**src/rtl/debug_frame_uart_tx.sv**
```systemverilog
// ============================================================================
// Module   : debug_frame_uart_tx
// Purpose  : Sends one 10-byte debug frame (sync, cmd, addr, data, checksum)
//            per valid/ready request as UART 8N1 on TXD.
// Revision : 1.0
// ============================================================================
`default_nettype none

module debug_frame_uart_tx #(
  parameter int unsigned BAUD_PERIOD = 868
) (
  input  logic        clk,
  input  logic        sync_reset,
  input  logic        frame_valid,
  output logic        frame_ready,
  input  logic [7:0]  frame_cmd,
  input  logic [15:0] frame_addr,
  input  logic [31:0] frame_data,
  output logic        TXD,
  output logic        busy,
  output logic        frame_done
);

  localparam logic [1:0]  c_ST_IDLE   = 2'd0;
  localparam logic [1:0]  c_ST_START  = 2'd1;
  localparam logic [1:0]  c_ST_DATA   = 2'd2;
  localparam logic [1:0]  c_ST_STOP   = 2'd3;

  localparam logic [15:0] c_BAUD_LOAD = 16'(BAUD_PERIOD - 1);
  localparam logic [3:0]  c_LAST_BYTE = 4'd9;
  localparam logic [2:0]  c_LAST_BIT  = 3'd7;
  localparam logic [7:0]  c_SYNC0     = 8'h5A;
  localparam logic [7:0]  c_SYNC1     = 8'hA5;

  logic [1:0]  state_q,    state_d;
  logic [15:0] baud_cnt_q, baud_cnt_d;
  logic [2:0]  bit_idx_q,  bit_idx_d;
  logic [3:0]  byte_idx_q, byte_idx_d;
  logic [79:0] buf_q,      buf_d;
  logic        txd_q,      txd_d;
  logic        busy_q,     busy_d;
  logic        done_q,     done_d;

  logic        w_accept;
  logic        w_baud_end;
  logic [7:0]  w_sum;
  logic [7:0]  w_checksum;
  logic [79:0] w_frame;
  logic [7:0]  w_cur_byte;

  assign frame_ready = (state_q == c_ST_IDLE) && !sync_reset;
  assign w_accept    = frame_valid && frame_ready;
  assign w_baud_end  = (baud_cnt_q == 16'd0);

  // Checksum makes the mod-256 sum of bytes 2..9 come out to zero.
  assign w_sum = frame_cmd
               + frame_addr[15:8] + frame_addr[7:0]
               + frame_data[31:24] + frame_data[23:16]
               + frame_data[15:8]  + frame_data[7:0];
  assign w_checksum = ~w_sum + 8'd1;

  // Byte 0 sits in bits [7:0] so byte_idx addresses the buffer directly.
  assign w_frame = {w_checksum,
                    frame_data[7:0], frame_data[15:8],
                    frame_data[23:16], frame_data[31:24],
                    frame_addr[7:0], frame_addr[15:8],
                    frame_cmd, c_SYNC1, c_SYNC0};

  assign w_cur_byte = buf_q[{byte_idx_q, 3'b000} +: 8];

  always_comb begin
    state_d    = state_q;
    baud_cnt_d = baud_cnt_q;
    bit_idx_d  = bit_idx_q;
    byte_idx_d = byte_idx_q;
    buf_d      = buf_q;
    txd_d      = txd_q;
    busy_d     = busy_q;
    done_d     = 1'b0;

    case (state_q)
      c_ST_IDLE: begin
        txd_d = 1'b1;
        if (w_accept) begin
          state_d    = c_ST_START;
          buf_d      = w_frame;
          byte_idx_d = 4'd0;
          bit_idx_d  = 3'd0;
          baud_cnt_d = c_BAUD_LOAD;
          txd_d      = 1'b0;
          busy_d     = 1'b1;
        end
      end

      c_ST_START: begin
        if (w_baud_end) begin
          state_d    = c_ST_DATA;
          bit_idx_d  = 3'd0;
          baud_cnt_d = c_BAUD_LOAD;
          txd_d      = w_cur_byte[0];
        end else begin
          baud_cnt_d = baud_cnt_q - 16'd1;
        end
      end

      c_ST_DATA: begin
        if (w_baud_end) begin
          baud_cnt_d = c_BAUD_LOAD;
          if (bit_idx_q == c_LAST_BIT) begin
            state_d = c_ST_STOP;
            txd_d   = 1'b1;
          end else begin
            bit_idx_d = bit_idx_q + 3'd1;
            txd_d     = w_cur_byte[bit_idx_q + 3'd1];
          end
        end else begin
          baud_cnt_d = baud_cnt_q - 16'd1;
        end
      end

      c_ST_STOP: begin
        if (w_baud_end) begin
          if (byte_idx_q == c_LAST_BYTE) begin
            state_d = c_ST_IDLE;
            txd_d   = 1'b1;
            busy_d  = 1'b0;
            done_d  = 1'b1;
          end else begin
            state_d    = c_ST_START;
            byte_idx_d = byte_idx_q + 4'd1;
            baud_cnt_d = c_BAUD_LOAD;
            txd_d      = 1'b0;
          end
        end else begin
          baud_cnt_d = baud_cnt_q - 16'd1;
        end
      end

      default: begin
        state_d = c_ST_IDLE;
        txd_d   = 1'b1;
        busy_d  = 1'b0;
      end
    endcase
  end

  always_ff @(posedge clk) begin
    if (sync_reset) begin
      state_q    <= c_ST_IDLE;
      baud_cnt_q <= 16'd0;
      bit_idx_q  <= 3'd0;
      byte_idx_q <= 4'd0;
      buf_q      <= 80'd0;
      txd_q      <= 1'b1;
      busy_q     <= 1'b0;
      done_q     <= 1'b0;
    end else begin
      state_q    <= state_d;
      baud_cnt_q <= baud_cnt_d;
      bit_idx_q  <= bit_idx_d;
      byte_idx_q <= byte_idx_d;
      buf_q      <= buf_d;
      txd_q      <= txd_d;
      busy_q     <= busy_d;
      done_q     <= done_d;
    end
  end

  assign TXD        = txd_q;
  assign busy       = busy_q;
  assign frame_done = done_q;

endmodule

`default_nettype wire

```
**config.mk**
```make
export PLATFORM = sky130hd
export DESIGN_NAME = debug_frame_uart_tx
export DESIGN_NICKNAME = d
export VERILOG_FILES = /design/src/rtl/debug_frame_uart_tx.sv
export SDC_FILE = /design/constraint.sdc
export NUM_CORES = 1
export LEC_CHECK = 0
export ABC_CLOCK_PERIOD_IN_PS = 7500
export BUFFER_PORTS_ARGS = -buffer_cell sky130_fd_sc_hd__buf_4
export CORE_ASPECT_RATIO = 2
export CORE_MARGIN = 8
export CORE_UTILIZATION = 25
export DETAILED_ROUTE_END_ITERATION = 10
export GPL_ROUTABILITY_DRIVEN = 0
export HOLD_SLACK_MARGIN = 0.15
export SLEW_MARGIN = 20
export SYNTH_ARGS = -nofsm -noshare
export SYNTH_HDL_FRONTEND = slang
export SYNTH_SLANG_ARGS = --single-unit
export TNS_END_PERCENT = 30
```
**constraint.sdc**
```tcl
create_clock -name clk -period 7.5 [get_ports clk]
set_input_delay 0.375 -clock clk [delete_from_list [all_inputs] [get_ports clk]]
set_output_delay 0.375 -clock clk [all_outputs]
set_load 0.05 [all_outputs]
```
==> After elaboration in Yosys (flattened, before gate mapping) <==
Index checks and enable logic that the tools add are counted.
{ "word_totals": {"wordCells": 87, "output_inout_bits": 4, "regBits": 100} }
{ "op_classes": {"muxes": 34, "n_lt_le_gt_ge": 1, "bitwise_logic": 3, "n_reduce_logical": 16, "eq_ne": 14, "shifts": 1, "add_sub_neg": 10} }
{ "ops": {"columns": ["operator", "count"], "rows": [
  ["$shiftx 80x8->8", 1],
  ["$mux 16", 4],
  ["$add 8x8->8", 6],
  ["$pmux 16 s3", 1],
  ["$logic_not 16->1", 1],
  ["$ne 2x2->1 const B", 8],
  ["$sub 16x1->16 const B", 1],
  ["$mux 3", 4],
  ["$mux 4", 3],
  ["$mux 1", 11],
  ["$mux 2", 5],
  ["$reduce_and 5->1", 2],
  ["$pmux 3 s3", 1],
  ["$add 8x1->8 const B", 1],
  ["$not 8->8", 1],
  ["$pmux 2 s4", 1],
  ["$pmux 4 s2", 1],
  ["$reduce_and 4->1", 2],
  ["$add 4x1->4 const B", 1],
  ["$eq 2x2->1 const B", 2],
  ["$eq 4x4->1 const B", 1],
  ["$lt 3x4->1 const B", 1],
  ["$pmux 1 s4", 1],
  ["$reduce_and 2->1", 2],
  ["other kinds (15)", 17]
]} }

==> Longest topological paths before layout <==
Gate-level depths: netlist of the first run.
{ "depth": {"ltp_word": 8, "mapped_depth": 17} }

==> Worst setup path before layout of the first run <==
Ideal clock, no wire load.
{ "synth_path": {"path_kind": "input to register", "from": "input frame_cmd[4]", "to": "register buf_q[79]", "path_buffers": 0, "setup_time_ps": 86, "setup_slack_ps": 3218, "cell_stages": 15, "t_arrival_ps": 4196, "cell_sequence": "inv_1 fa_1 inv_1 fa_1 inv_1 fa_1 fa_1 inv_1 ha_1 or3b_2 a311o_1 o311ai_0 nor4_1 xnor3_1 a211oi_1"} }
{ "synth_via": {"elab_chain_len": 8} }
{ "synth_rtl": {"columns": ["element", "line", "text"], "rows": [
  ["start: declaration", "16", "input logic [7:0] frame_cmd,"],
  ["$add 8x8->8 (2 in series)", "57", "+ frame_addr[15:8] + frame_addr[7:0]"],
  ["$add 8x8->8 (2 in series)", "58", "+ frame_data[31:24] + frame_data[23:16]"],
  ["$add 8x8->8 (2 in series)", "59", "+ frame_data[15:8] + frame_data[7:0];"],
  ["$not 8->8", "60", "assign w_checksum = ~w_sum + 8'd1;"],
  ["$add 8x1->8", "60", null],
  ["end signal: assignment", "162", "buf_q <= buf_d;"],
  ["end: declaration", "39", "logic [79:0] buf_q, buf_d;"]
]} }
No other way between the ends.
A chain may end at the register's enable or synchronous reset.

==> Worst setup path in the final report of the first run <==
Same ends and word-level chain as after synthesis.

==> impl_results.md, run 1 <==
* Setup bufs post-CTS at 0
* Max cap viols at 0
* Initial antenna violation count at 0
* Primary FF master, synth: dfxtp_1
* DR WL met2 at 9950 um
* Leak pwr at 2.73 nW
* Number of remaining DRC errors at 0
* Largest net degree at the start of global routing at 66
* First-pass GRT wire length at 27500 um
* Number of synthesized flops with an enable pin at 0
* Pre-antenna DRT Iters at 5
* Yosys cell types at 59
* Peak fanout along the critical path at 5
* Hold/Removal Path Class: input pin to flop
* Die ar. at 28500 um2
* CTS tree: built
* Sum of negative setup slack at 0 ns
* Routed WL at 17400 um
* Worst-margin pin slew at 0.797 ns
* Clk_skew at 0.0114 ns
* Die width at 123 um
* Total grt overflow at 0
* Detailed Route Iter0 Violations at 228
* Share of cells above drive strength 1 at 0.141
* Ant diodes at 0
* Final Cell Area at 6800 um2
* Crit path DAT at 4.53 ns
* Fin cells at 1013
* Routed len/inst at 17.2 um
* Peak supply drop at 163 uV
* Area grow syn2layout at 17.9%
* # resized after CTS at 0
* Final Net Count at 839
* Top-level I/O count at 63
* Worst skew pair latency at 0.36 ns
* Cts hold-fix bufs at 0
* Vias per cell at 4.89
* Clk pin slew, worst setup/hold paths at 0.08 ns
* Status: finished, final reports clean
* Synthesized instance count at 687
* Row cnt at 78
* Starting density of the core at 0.255
* Clock buffer count from CTS at 9
* Power Density at 361 nW/um2
* Fin. Hold Viols at 0
* Ys async rst share at 0
* Synth cell count leaders: 93 x dfxtp_1, 82 x inv_1, 68 x nand2_1
* Placement Cell Area at 6470 um2
* Syn. warnings at 0
* Synthesized area at 5770 um2
* Rel. slew slack at 0.462
* Fin. max-slew vios at 0
* CP Class: input pin to flop
* Worst setup EP type: flop
* Final Cycle Share at 0.566
* Worst-case register-to-register setup slack at 4.90 ns
* Setup violations, final at 0
* Seq/Total Area, Yosys at 0.323
* Core Area at 22600 um2
* I/O Buffers at 62
* Minimum clock period at 4.24 ns
* Root Driver: clkbuf_16
* Clk buf depth at 2
* Met1 WL at 5910 um
* Area leader, netlist: dfxtp_1
* Startpoint Class: input pin
* Syn Area/Cell at 8.40 um2
* Met3 Wirelength at 471 um
* Number of global-route vias before repair at 5148
* DPL Wire Length at 13600 um
* Syn_nets at 798
* H-tree depth at 3
* Synth top area share at 0.323
* Final Util at 0.300
* Max Fclk at 236 MHz
* GRT Util Overall at 0.127
* Clock tree sinks at 93
* RSZ-0062 raised after global routing: no
* Cell with the most instances after synthesis: dfxtp_1
* Final ANT Viol Nets at 0
* Synth area leaders: dfxtp_1 32%, fa_1 11%, inv_1 5.3%
* Top Layer Used: met4
* WP data required at 7.78 ns
* Die H at 231 um
* Routed via count at 4955
* #FFs+latches synth at 93
* DP Cell Count at 997
==> cell families after synthesis <==
logic type / count (synthesis) / share of synthesized area
multiplexers: 29 / 0.0551
XOR/XNOR: 32 / 0.0510
AO/OA/AOI/OAI: 146 / 0.149
adder cells (fa/ha/maj): 52 / 0.154
buffers and inverters: 120 / 0.0815
AND/OR/NAND/NOR: 215 / 0.186
flip-flops: 93 / 0.323
==> final timing paths <==
path,from,endpoint,cells after the start
hold / removal,frame_data[17],buf_q[49]$_SDFFE_PP0P_,3
hold reg to reg,buf_q[23]$_SDFFE_PP0P_,buf_q[23]$_SDFFE_PP0P_,2
setup reg to reg,byte_idx_q[2]$_SDFFE_PP0P_,TXD$_SDFFE_PP1P_,6
setup / recovery,frame_cmd[4],buf_q[79]$_SDFFE_PP0P_,16
==> report_power, final <==
| part | total [mW] | switching, mW | leakage, nW | internal (mW) |
|---|---|---|---|---|
| registers | 0.688 | 0.0883 | 0.763 | 0.600 |
| clock network | 0.515 | 0.218 | 0.161 | 0.298 |
| logic | 1.25 | 0.734 | 1.80 | 0.520 |
==> critical path, stage by stage <==
cell and delay, ns:
buf_4 0.08, inv_1 0.05, fa_1 0.55, inv_1 0.07, fa_1 0.54, inv_1 0.06, fa_1 0.52, fa_1 0.53
inv_1 0.05, ha_1 0.24, or3b_2 0.48, a311o_1 0.27, o311ai_0 0.17, nor4_1 0.15, xnor3_1 0.20, a211oi_1 0.22
==> layer usage <==
| layer | up-vias | track usage |
|---|---|---|
| met3 | 47 | 0.0149 |
| met4 | 0 | 0.0928 |
| li1 | 2415 | - |
| met1 | 2380 | 0.116 |
| met5 | - | 0 |
| met2 | 113 | 0.244 |
==> through the flow <==
step,hold WS [ns],worst slack (ns),total power [mW]
after global placement,0.443,2.89,1.95
after detailed placement,0.450,2.86,1.96
after global routing,0.278,2.94,2.64
after floorplan,0.431,3.22,1.63
final,0.268,3.26,2.46
after CTS,0.261,3.24,2.48
==> sequential cells by signal, indices dropped and copies added (netlist names) <==
name and cells:
frame_done 1, baud_cnt_q 16, state_q 2, TXD 1, byte_idx_q 4, bit_idx_q 3, busy 1, buf_q 65
==> layout by cell type (no fill, tap or decap), drive strengths merged, types with 3 or more instances in the layout <==
cell type / Yosys / layout
a211oi: 3 / 3
a21o: 3 / 3
a21oi: 49 / 49
a311oi: 5 / 5
a31oi: 14 / 14
and2: 4 / 4
and3: 4 / 4
buf: 11 / 68
clkbuf: 27 / 9
dfxtp: 93 / 93
fa: 32 / 32
ha: 20 / 20
inv: 82 / 86
mux2i: 25 / 25
nand2: 68 / 68
nand2b: 4 / 4
nand3: 52 / 52
nor2: 41 / 41
nor2b: 5 / 5
nor3: 13 / 13
nor4: 9 / 9
nor4b: 3 / 3
o211ai: 3 / 3
o21ai: 50 / 50
xnor2: 20 / 20
xor2: 11 / 11
==> area by class of cell <==
class | instances | area [um2]
fillers | 2457 | 15800
multi-input cells | 474 | 3440
clock buffers | 9 | 225
inverters | 82 | 308
well taps | 280 | 350
clock inverters | 7 | 104
flip-flops and latches | 93 | 1860
repair buffers | 68 | 510
Note: power is estimated with default switching activity, not from simulation.
==> inputs of run 2 (changes only) <==
ABC_CLOCK_PERIOD_IN_PS = 4170   (was 7500)
clock period = 4.17 ns   (was 7.5 ns; I/O delays follow)
==> impl_results.md, run 2 (same netlist as run 1, synthesis figures left out) <==
* Number of remaining DRC errors at 0 (unchanged)
* Worst slack at placement at -0.311 ns (-3.17 ns)
* Routed WL at 17900 um (+2.9%)
* WP data required at 4.44 ns (-3.34 ns)
* Rel. slew slack at 0.486 (+0.0243)
* Clock buffer count from CTS at 9 (unchanged)
* Fin. Hold Viols at 0 (unchanged)
* Clock tree sinks at 93 (unchanged)
* Placement Cell Area at 6670 um2 (+3.1%)
* Vias per cell at 4.82 (-1.4%)
* Die width at 123 um (unchanged)
* Worst-margin pin slew at 0.770 ns (-0.0271 ns)
* Share of cells above drive strength 1 at 0.173 (+0.0321)
* Area grow syn2layout at 25.5%
* Row cnt at 78 (unchanged)
* Final setup margin at 0.145 ns (-3.11 ns)
* FF-to-FF path depth at 10 (+4)
* Routed len/inst at 16.9 um (-1.8%)
* Peak supply drop at 317 uV (+94%)
* DP Cell Count at 1024 (+2.7%)
* Fin. max-slew vios at 0 (unchanged)
* Detailed Route Iter0 Violations at 181 (-21%)
* Fin cells at 1062 (+4.8%)
* Top reg by flops: buf_q
* Final Net Count at 889 (+6.0%)
* Max Fclk at 248 MHz
* Max incr delay on CP at 0.59 ns (+0.04 ns)
* Most frequent cells in the layout: 97 x buf_4, 93 x dfxtp_1, 82 x inv_1
* Final Util at 0.320 (+0.0193)
* Total grt overflow at 0 (unchanged)
* Most used cell, CP: fa_1
* Status: finished, final reports clean
* WHS at 0.152 ns (-0.116 ns)
* First-pass GRT wire length at 28100 um (+2.1%)
* Worst setup EP type: flop
* Peak fanout along the critical path at 2 (-3)
* CP Class: input pin to flop
* Worst skew pair latency at 0.36 ns (about the same)
* Minimum clock period at 4.03 ns
* Final Cycle Share at 0.965
* Power Density at 666 nW/um2 (+84%)
* H-tree depth at 3 (unchanged)
* Leak pwr at 2.94 nW (+7.9%)
* GRT Util Overall at 0.129 (+0.00212)
* Final Cell Area at 7240 um2 (+6.4%)
* Root Driver: clkbuf_16
* Overall Power at 4.82 mW (+96%)
* Max cap viols at 0 (unchanged)
* RSZ-0062 raised after global routing: no
* Clk buf depth at 2 (unchanged)
* Biggest registers after layout: buf_q (65), baud_cnt_q (16), byte_idx_q (4)
* Core Area at 22600 um2 (unchanged)
* Max FFs per register at 65 (unchanged)
* Die ar. at 28500 um2 (unchanged)
* Starting density of the core at 0.255 (unchanged)
* I/O Buffers at 62 (unchanged)
* Startpoint Class: input pin
* Die H at 231 um (unchanged)
* Final ANT Viol Nets at 0 (unchanged)
* Most common cell after layout, fill and taps aside: buf_4
* Clk_skew at 0.0132 ns (+0.00184 ns)
* Routed via count at 5121 (+3.4%)
* Clk pin slew, worst setup/hold paths at 0.07 ns (about the same)
* CTS tree: built
* Pre-antenna DRT Iters at 4 (-1)
* Ant diodes at 0 (unchanged)
* DPL Wire Length at 13900 um (+2.5%)
* Initial antenna violation count at 0 (unchanged)
* Setup violations, final at 0 (unchanged)
* Slowest-stage cell, CP: fa_1
* Layout fillers at 2447 (-0.41%)
* Sum of negative setup slack at 0 ns (unchanged)
* Hold path depth at 3 (unchanged)
* Top-level I/O count at 63 (unchanged)
* Crit path DAT at 4.30 ns (-0.23 ns)
* Number of global-route vias before repair at 5448 (+5.8%)
* Largest net degree at the start of global routing at 51 (-23%)
* CP cell instances: buf_4 > inv_1 > fa_1 > inv_1 > fa_1 > fa_1 > fa_1 > inv_1 > fa_1 > and3_4 > nand2_2 > nor4_2 > xnor3_1 > a211oi_1
* Hold/Removal Path Class: input pin to flop
## run 2: power breakdown
group          switching (mW)  total (mW)  internal [mW]
Clock                   0.357       0.894          0.538
Combinational            1.44        2.68           1.25
Sequential              0.160        1.24           1.08
## run 2: cell type report
type / instances / area, um2 / area share
inverter: 82 / 308 / 0.0425
clock inverter: 4 / 72.6 / 0.0100
timing repair buffer: 118 / 938 / 0.130
clock buffer: 11 / 243 / 0.0335
tap: 280 / 350 / 0.0484
multi-input combinational: 474 / 3470 / 0.479
sequential: 93 / 1860 / 0.257
## run 2: metal layers
| layer | global-route usage | up-vias | routed length, um |
|---|---|---|---|
| met5 | 0 | - | 0 |
| met3 | 0.0144 | 37 | 355 |
| met2 | 0.254 | 85 | 10400 |
| li1 | - | 2512 | - |
| met4 | 0.0856 | 0 | 1030 |
| met1 | 0.116 | 2487 | 6130 |
## run 2: timing repair
action,in CTS,in global routing
buffers inserted,0,2
endpoints found under the hold margin,21,0
hold buffers,21,0
endpoints found under the setup margin,0,1
gates resized for setup,0,6
## run 2: path summary, 6_finish.rpt
check                                  start  slack [ns]                          to
setup / recovery                frame_cmd[2]        0.14      buf_q[79]$_SDFFE_PP0P_
hold / removal                frame_addr[15]        0.15      buf_q[31]$_SDFFE_PP0P_
setup reg to reg  byte_idx_q[1]$_SDFFE_PP0P_        1.57  baud_cnt_q[9]$_SDFFE_PP0P_
hold reg to reg       buf_q[31]$_SDFFE_PP0P_        0.45      buf_q[31]$_SDFFE_PP0P_
## run 2: critical path, delay by kind of cell
family,cells,cell delay (ns)
compound gates,1,0.22
xor+xnor,1,0.25
fa+ha+maj,5,2.73
buf+inv,4,0.31
simple gates,3,0.60
==> inputs of run 3 (changes only) <==
CTS_BUF_LIST = sky130_fd_sc_hd__clkbuf_16   (was unset)
==> impl_results.md, run 3 (same netlist as run 1, synthesis figures left out) <==
* CTS tree: built
* Row cnt at 78 (unchanged)
* Most frequent cells in the layout: 97 x buf_4, 93 x dfxtp_1, 83 x inv_1
* Crit path DAT at 4.29 ns (about the same)
* Peak supply drop at 318 uV (+0.40%)
* Gate power share at 0.560 (+0.003)
* Die H at 231 um (unchanged)
* Initial antenna violation count at 0 (unchanged)
* Fin. max-slew vios at 0 (unchanged)
* Die ar. at 28500 um2 (unchanged)
* Clk_skew at 0.0126 ns (-0.000604 ns)
* Startpoint Class: input pin
* Share of cells above drive strength 1 at 0.171 (-0.00128)
* Starting density of the core at 0.255 (unchanged)
* Hold/Removal Path Class: input pin to flop
* Biggest registers after layout: buf_q (65), baud_cnt_q (16), byte_idx_q (4)
* DP Cell Count at 1024 (unchanged)
* Most common cell after layout, fill and taps aside: buf_4
* Root Driver: clkbuf_16
* Core Area at 22600 um2 (unchanged)
* Die width at 123 um (unchanged)
* GRT Util Overall at 0.129 (about the same)
* Total grt overflow at 0 (unchanged)
* RSZ-0062 raised after global routing: no
* Number of remaining DRC errors at 0 (unchanged)
* Worst slack at placement at -0.311 ns (unchanged)
* Clock power frac at 0.182 (-0.004)
* Final setup margin at 0.154 ns (+0.00891 ns)
* Routed WL at 18000 um (+0.43%)
* H-tree depth at 3 (unchanged)
* Final ANT Viol Nets at 0 (unchanged)
* Area grow syn2layout at 25.3%
* Setup violations, final at 0 (unchanged)
* Seq pwr share at 0.258 (about the same)
* Final Net Count at 889 (unchanged)
* Clock tree sinks at 93 (unchanged)
* Worst-margin pin slew at 0.769 ns (-0.00111 ns)
* Final Cycle Share at 0.963 (-0.00214)
* Net switching power figure at 1.96 mW (+0.28%)
* Switching share of power at 0.408 (+0.00246)
* WP data required at 4.44 ns (about the same)
* Peak fanout along the critical path at 2 (unchanged)
* Max cap viols at 0 (unchanged)
* Largest net degree at the start of global routing at 51 (unchanged)
* Leak pwr at 2.94 nW (about the same)
* Routed len/inst at 17.0 um (+0.43%)
* Clk buf depth at 2 (unchanged)
* I/O Buffers at 62 (unchanged)
* DPL Wire Length at 13900 um (unchanged)
* Ant diodes at 0 (unchanged)
* Clock buffer count from CTS at 9 (unchanged)
* Max FFs per register at 65 (unchanged)
* Pre-antenna DRT Iters at 6 (+2)
* Top-level I/O count at 63 (unchanged)
* Status: finished, final reports clean
* Fin. Hold Viols at 0 (unchanged)
* Vias per cell at 4.83 (+0.20%)
* Worst skew pair latency at 0.36 ns (about the same)
* Detailed Route Iter0 Violations at 177 (-2.2%)
* FF-to-FF path depth at 10 (unchanged)
* Fin cells at 1062 (unchanged)
* WHS at 0.150 ns (-0.00149 ns)
* Hold path depth at 3 (unchanged)
* Minimum clock period at 4.02 ns (-0.00891 ns)
* Number of global-route vias before repair at 5445 (-0.055%)
* First-pass GRT wire length at 28100 um (about the same)
* Rel. slew slack at 0.487 (+0.000741)
* Routed via count at 5131 (+0.20%)
* Power Density at 664 nW/um2 (-0.19%)
* Final Cell Area at 7230 um2 (-0.14%)
* Worst setup EP type: flop
* Pint at 2.84 mW (-0.74%)
* Top reg by flops: buf_q
* Max Fclk at 249 MHz (+0.22%)
* CP Class: input pin to flop
* Clk pin slew, worst setup/hold paths at 0.07 ns (about the same)
* Placement Cell Area at 6670 um2 (unchanged)
[run 3: cell count changes in the layout (fill, tap and decap cells not counted), sizes merged]
cell    delta
clkbuf     -2
inv        +1
clkinv     +1
[run 3: path summary, 6_finish.rpt]
path                                                    to  slack, ns                        from
worst max register to register  baud_cnt_q[9]$_SDFFE_PP0P_       1.55  byte_idx_q[1]$_SDFFE_PP0P_
worst min-delay path                buf_q[31]$_SDFFE_PP0P_       0.15              frame_addr[15]
worst min register to register      buf_q[39]$_SDFFE_PP0P_       0.45      buf_q[39]$_SDFFE_PP0P_
worst max-delay path                buf_q[79]$_SDFFE_PP0P_       0.15                frame_cmd[2]
[run 3: power groups by stage]
stage	combinational, mW	clock (mW)	sequential [mW]
2_1_floorplan	1.71	0	1.22
3_3_place_gp	2.53	0	1.25
3_5_place_dp	2.56	0	1.26
4_1_cts	2.58	0.889	1.24
5_1_grt	2.97	0.917	1.26
6_report	2.69	0.875	1.24
[run 3: metal layers]
metal	wire (um)	GRT usage
met1	6090	0.116
met2	10500	0.254
met3	400	0.0144
met4	1030	0.0856
met5	0	0
[run 3: final cells by class]
class / count / area [um2]
sequential: 93 / 1860
fill: 2449 / 15400
multi-input combinational: 474 / 3470
inverter: 82 / 308
timing repair buffer: 118 / 938
clock inverter: 6 / 80.1
tap: 280 / 350
clock buffer: 9 / 225
[run 3: repair_timing]
item,CTS,global route
hold buffers,21,0
resized for setup,0,6
endpoints found under the hold margin,21,0
setup buffers,0,2
setup endpoints to repair,0,1
[run 3: critical path, cell delays in order]
cell      delay, ns
buf_4          0.08
inv_1          0.08
fa_1           0.58
inv_1          0.08
fa_1           0.51
fa_1           0.51
fa_1           0.55
inv_1          0.07
fa_1           0.57
and3_4         0.21
nand2_2        0.09
nor4_2         0.30
xnor3_1        0.25
a211oi_1       0.22
[run 3: through the flow]
stage	setup TNS, ns	power (mW)	util
global route	0	5.15	0.319
floorplan	0	2.93	-
CTS	0	4.71	0.318
detailed placement	-0.632	3.82	0.295
global placement	-0.592	3.79	0.295
finish	0	4.80	0.319
